==> src/rtl/id_ex_pipeline_reg.sv <==
// ID/EX pipeline register for the 5-stage MIPS datapath.
// It captures the decode-stage results and presents them to EX one cycle later.
// The hazard unit can hold the contents (Stall) or replace them with a bubble (Flush).
// At each edge Flush has priority over Stall, and Stall over a normal load.
// Optional feature: define ID_EX_BUBBLE_COUNT_EN to build a saturating bubble
// counter and the Out_BubbleCount port. That build also adds the CNT_WIDTH parameter.
module id_ex_pipeline_reg #(
    parameter int DATA_WIDTH     = 32,
    parameter int REG_ADDR_WIDTH = 5
`ifdef ID_EX_BUBBLE_COUNT_EN
    ,
    parameter int CNT_WIDTH      = 16
`endif
) (
    input  logic                      Clk,
    input  logic                      Reset,
    input  logic                      Stall,
    input  logic                      Flush,
    input  logic                      In_Valid,
    input  logic [DATA_WIDTH-1:0]     In_PC_Plus4,
    input  logic [DATA_WIDTH-1:0]     In_ReadData1,
    input  logic [DATA_WIDTH-1:0]     In_ReadData2,
    input  logic [DATA_WIDTH-1:0]     In_SignExtImm,
    input  logic [REG_ADDR_WIDTH-1:0] In_Rs,
    input  logic [REG_ADDR_WIDTH-1:0] In_Rt,
    input  logic [REG_ADDR_WIDTH-1:0] In_Rd,
    input  logic [8:0]                In_Ctrl,
    output logic                      Out_Valid,
    output logic [DATA_WIDTH-1:0]     Out_PC_Plus4,
    output logic [DATA_WIDTH-1:0]     Out_ReadData1,
    output logic [DATA_WIDTH-1:0]     Out_ReadData2,
    output logic [DATA_WIDTH-1:0]     Out_SignExtImm,
    output logic [REG_ADDR_WIDTH-1:0] Out_Rs,
    output logic [REG_ADDR_WIDTH-1:0] Out_Rt,
    output logic [REG_ADDR_WIDTH-1:0] Out_Rd,
    output logic [8:0]                Out_Ctrl,
    output logic [DATA_WIDTH-1:0]     Out_BranchOffset
`ifdef ID_EX_BUBBLE_COUNT_EN
    ,
    output logic [CNT_WIDTH-1:0]      Out_BubbleCount
`endif
);

    // The slot is EMPTY when it holds a bubble and FULL when it holds a real instruction.
    typedef enum logic {
        SLOT_EMPTY = 1'b0,
        SLOT_FULL  = 1'b1
    } slot_state_t;

    slot_state_t state_reg;
    slot_state_t state_next;

    logic [DATA_WIDTH-1:0]     pc_plus4_reg;
    logic [DATA_WIDTH-1:0]     read_data1_reg;
    logic [DATA_WIDTH-1:0]     read_data2_reg;
    logic [DATA_WIDTH-1:0]     sign_ext_imm_reg;
    logic [DATA_WIDTH-1:0]     branch_offset_reg;
    logic [REG_ADDR_WIDTH-1:0] rs_reg;
    logic [REG_ADDR_WIDTH-1:0] rt_reg;
    logic [REG_ADDR_WIDTH-1:0] rd_reg;
    logic [8:0]                ctrl_reg;

    // Slot state register.
    always_ff @(posedge Clk or posedge Reset) begin
        if (Reset) begin
            state_reg <= SLOT_EMPTY;
        end else begin
            state_reg <= state_next;
        end
    end

    // Next slot state: a flush empties the slot and a stall holds it.
    // A load takes the validity of the incoming instruction.
    always_comb begin
        state_next = state_reg;
        if (Flush) begin
            state_next = SLOT_EMPTY;
        end else if (!Stall) begin
            state_next = In_Valid ? SLOT_FULL : SLOT_EMPTY;
        end
    end

    // Payload register: cleared on flush, held on stall, loaded otherwise.
    // An invalid instruction still loads its data fields, so forwarding
    // comparisons stay deterministic. Its control bits are forced to zero.
    always_ff @(posedge Clk or posedge Reset) begin
        if (Reset) begin
            pc_plus4_reg      <= '0;
            read_data1_reg    <= '0;
            read_data2_reg    <= '0;
            sign_ext_imm_reg  <= '0;
            branch_offset_reg <= '0;
            rs_reg            <= '0;
            rt_reg            <= '0;
            rd_reg            <= '0;
            ctrl_reg          <= '0;
        end else if (Flush) begin
            pc_plus4_reg      <= '0;
            read_data1_reg    <= '0;
            read_data2_reg    <= '0;
            sign_ext_imm_reg  <= '0;
            branch_offset_reg <= '0;
            rs_reg            <= '0;
            rt_reg            <= '0;
            rd_reg            <= '0;
            ctrl_reg          <= '0;
        end else if (!Stall) begin
            pc_plus4_reg      <= In_PC_Plus4;
            read_data1_reg    <= In_ReadData1;
            read_data2_reg    <= In_ReadData2;
            sign_ext_imm_reg  <= In_SignExtImm;
            branch_offset_reg <= {In_SignExtImm[DATA_WIDTH-3:0], 2'b00};
            rs_reg            <= In_Rs;
            rt_reg            <= In_Rt;
            rd_reg            <= In_Rd;
            ctrl_reg          <= In_Valid ? In_Ctrl : 9'd0;
        end
    end

`ifdef ID_EX_BUBBLE_COUNT_EN
    logic                 bubble_event;
    logic [CNT_WIDTH-1:0] bubble_cnt_reg;

    // A bubble is written whenever this edge empties the slot.
    // A stall-hold never writes a bubble, even if the slot is already empty.
    assign bubble_event = Flush || (!Stall && !In_Valid);

    // Saturating bubble counter; only reset clears it.
    always_ff @(posedge Clk or posedge Reset) begin
        if (Reset) begin
            bubble_cnt_reg <= '0;
        end else if (bubble_event && (bubble_cnt_reg != {CNT_WIDTH{1'b1}})) begin
            bubble_cnt_reg <= bubble_cnt_reg + CNT_WIDTH'(1);
        end
    end

    assign Out_BubbleCount = bubble_cnt_reg;
`endif

    assign Out_Valid        = (state_reg == SLOT_FULL);
    assign Out_PC_Plus4     = pc_plus4_reg;
    assign Out_ReadData1    = read_data1_reg;
    assign Out_ReadData2    = read_data2_reg;
    assign Out_SignExtImm   = sign_ext_imm_reg;
    assign Out_BranchOffset = branch_offset_reg;
    assign Out_Rs           = rs_reg;
    assign Out_Rt           = rt_reg;
    assign Out_Rd           = rd_reg;
    assign Out_Ctrl         = ctrl_reg;

endmodule
==> config.mk <==
export PLATFORM = sky130hd
export DESIGN_NAME = id_ex_pipeline_reg
export DESIGN_NICKNAME = d
export VERILOG_FILES = /design/src/rtl/id_ex_pipeline_reg.sv
export SDC_FILE = /design/constraint.sdc
export NUM_CORES = 1
export LEC_CHECK = 0
export CORE_AREA = 5 5 133 135
export CTS_BUF_LIST = sky130_fd_sc_hd__clkbuf_16
export CTS_CLUSTER_SIZE = 14
export DETAILED_ROUTE_END_ITERATION = 8
export DIE_AREA = 0 0 138 140
export GPL_ROUTABILITY_DRIVEN = 0
export PLACE_DENSITY = 0.82
export SLEW_MARGIN = 40
export SYNTH_ARGS = -nofsm -noshare
export SYNTH_HDL_FRONTEND = slang
export SYNTH_SLANG_ARGS = --single-unit
==> constraint.sdc <==
create_clock -name Clk -period 7 [get_ports Clk]
set_clock_uncertainty 0.2 [all_clocks]
set_input_delay 1.4 -clock Clk [delete_from_list [all_inputs] [get_ports Clk]]
set_output_delay 1.4 -clock Clk [all_outputs]
set_load 0.005 [all_outputs]
==> summary.md <==
| Metric | Value |
|---|---|
| RSZ-0062 raised after global routing | no |
| Worst-Margin Slew | 736 ps |
| Pre-antenna DRT Iters | 4 |
| WHS Path Cells | 1 |
| Crit-path max cell delay | 570 ps |
| Die Ht | roughly 140 microns |
| Post-synthesis cell area | 6420 sq um |
| Crit path capture type | register |
| CP max-delay cell | nor2b_1 |
| Max Slew Vio Count | 0 |
| Slew margin rel. | 0.509 |
| DP Area | about 9600 sq um |
| Area of the core | roughly 16000 sq um |
| P_int | 0.00171 W |
| Achievable Freq | 0.312 GHz |
| Skew-Pair Late Insertion Delay | 410 ps |
| Die Width | 138 microns |
| Reg power frac | 0.431 |
| TritonCTS Buffers | 17 |
| Row cnt | 47 |
| Clock share of power | 0.409 |
| R2R cell count | 2 |
| Setup Total Neg Slack | 0 ps |
| Hpwl dp | between 10000 and 15000 microns |
| Gate power share | 0.160 |
| Worst vdd ir | 0.000144 V |
| Worst-path fanout max | 74 |
| Post-cts sizing count | 0 |
| Routed vias | just under 5000 |
| Clock root buffer | clkbuf_16 |
| Hold WC Path Type | reg -> reg |
| Count of final hold-check violations | 0 |
| Routed len/inst | ~18 microns |
| # nets final | 975 |
| Hold_buf cts | 0 |
| Syn Inst Count | 521 |
| CTS Buffer Depth | 2 |
| Crit path buf inv count | 2 |
| Largest net degree at the start of global routing | 99 |
| Synth-to-layout area growth | 59.7% |
| Seq cells post-synth | 153 |
| Worst Path Class, Setup | in -> reg |
| Seq/Total Area, Yosys | 0.596 |
| Power per standard cell area | 218 nW/um^2 |
| Tmin final | 3210 ps |
| Distinct cells, synth | 12 |
| Ys Warns | 0 |
| PortBufs | 339 |
| CTS tree | yes |
| Post-CTS Setup Repair Bufs | 0 |
| Final ANT Viol Nets | 0 |
| Leakage | 4.78 nW |
| I/O Pins | 342 |
| Clock-pin slew on the worst setup and hold paths | 60 ps |
| Clock sink count | between 150 and 200 |
| # fillers | between 1000 and 1500 |
| Tot Pwr | 0.00224 W |
| Switch share | 0.234 |
| DRC | 0 |
| DR iter-0 viols | 261 |
| Antenna diodes | 0 |
| Switching Power | between 0.0005 and 0.0006 W |
| Grt ovf | 0 |
| Cell family with most CP delay | buffers and inverters |
| Register area | 3830 sq um |
| Total routed wirelength | between 15000 and 20000 microns |
| Outcome | finished clean |
| Arr. time, crit path | roughly 3300 ps |
| CP Launch Type | input pin |
| Starting Density | 0.393 |
| Util after Layout | 0.627 |
| Post-route cell area | around 10000 sq um |
| Vias in the first global route | around 5200 |
| Max Cap Viol | 0 |
| Share of layout cells above drive strength 1 | 0.0433 |
| Critical path depth | 4 |
| Vias per cell | 4.68 |
| Worst EP required | 7140 ps |
| Fin crit share | 0.458 |
| Antenna violations before repair | 0 |
| H-tree levels | 4 |
| Tot GR Track Use | 0.193 |
| Worst hold margin | 296 ps |
| Syn_area_per_cell | 12.3 sq um |
| Multi-input gate area | approximately 2100 sq um |
| Die footprint | 19300 sq um |
| R2r setup slk | 6020 ps |
| Critical Path, Cell by Cell | buf_8 -> buf_12 -> nor2b_1 -> a32o_1 |
| First-pass GRT wire length | a little under 30000 microns |
| Final setup fails | 0 |
==> power by group through the flow <==
| stage | Clock (W) | Sequential, W | Combinational, W |
|---|---|---|---|
| floorplan | 0 | 0.000980 | 0.000140 |
| global placement | 0 | 0.000978 | 0.000355 |
| detailed placement | 0 | 0.000979 | 0.000361 |
| CTS | 0.000937 | 0.000964 | 0.000362 |
| global route | 0.000974 | 0.000971 | 0.000386 |
| finish | 0.000915 | 0.000964 | 0.000357 |
==> cell families after synthesis <==
| kind of cell | synth area share |
|---|---|
| DFF | 0.596 |
| and+or+nand+nor | 0.0861 |
| muxes | 0.225 |
| buffers and inverters | 0.0783 |
| AOI/OAI and AO/OA | 0.0140 |
| other | 0.000584 |
==> synthesized netlist by cell type <==
cell type / number / area share
nor2_1: 144 / 0.084
mux2i_1: 144 / 0.22
inv_2: 1 / 0.00058
buf_6: 15 / 0.026
buf_2: 9 / 0.0070
inv_1: 1 / 0.00058
conb_1: 1 / 0.00058
dfrtp_1: 153 / 0.60
buf_1: 9 / 0.0053
a32o_1: 9 / 0.014
buf_4: 33 / 0.039
nor2b_1: 2 / 0.0019
==> stage by stage <==
| step | std cells | setup slack, ps |
|---|---|---|
| global route | 1051 | 3730 |
| floorplan | 522 | 1280 |
| CTS | 1050 | 3880 |
| finish | 1051 | 3790 |
| global placement | 1018 | 3350 |
| detailed placement | 1018 | 3450 |
==> metal layers <==
layer,global-route usage,wire length (microns),vias to the layer above
met2,0.331,9420,227
met3,0.0658,1450,34
met1,0.224,7570,2371
met5,0,0,-
met4,0.0749,506,0
li1,-,-,2290
==> layout make-up <==
cell class | count | share of cell area
sequential | 153 | 0.373
tap | 220 | 0.0268
clock inverter | 15 | 0.0159
multi-input combinational | 301 | 0.204
timing repair buffer | 343 | 0.337
clock buffer | 17 | 0.0415
inverter | 2 | 0.00146
==> cells in the final DEF (no fill, tap or decap) <==
| master | synthesis | routed |
|---|---|---|
| a32o_1 | 9 | 9 |
| buf_12 | 0 | 2 |
| buf_4 | 33 | 2 |
| buf_6 | 15 | 1 |
| buf_8 | 0 | 1 |
| bufinv_16 | 0 | 3 |
| clkbuf_16 | 0 | 17 |
| clkdlybuf4s50_1 | 0 | 337 |
| clkinv_1 | 0 | 1 |
| clkinv_2 | 0 | 3 |
| clkinv_4 | 0 | 4 |
| clkinvlp_4 | 0 | 1 |
| conb_1 | 1 | 2 |
| dfrtp_1 | 153 | 153 |
| inv_1 | 1 | 3 |
| inv_2 | 1 | 1 |
| inv_8 | 0 | 1 |
| mux2i_1 | 144 | 144 |
| nor2_1 | 144 | 144 |
| nor2b_1 | 2 | 2 |
==> flip-flops by register name, summed over array words and instances (netlist names) <==
signal          flops
Out_PC_Plus4       32
Out_ReadData1      32
Out_ReadData2      32
Out_SignExtImm     32
Out_Ctrl            9
Out_Rd              5
Out_Rs              5
Out_Rt              5
Out_Valid           1
==> path summary, 6_finish.rpt <==
check | endpoint | from
setup / recovery | Out_Ctrl[4] | Stall
hold / removal | Out_Ctrl[8] | Out_Ctrl[8]
setup reg to reg | Out_ReadData2[22] | Out_ReadData2[22]
hold reg to reg | Out_Ctrl[8] | Out_Ctrl[8]
max in group asynchronous | Out_PC_Plus4[1] | Reset
min in group asynchronous | Out_ReadData2[19] | Reset
Power figures use the tool's default switching activity.
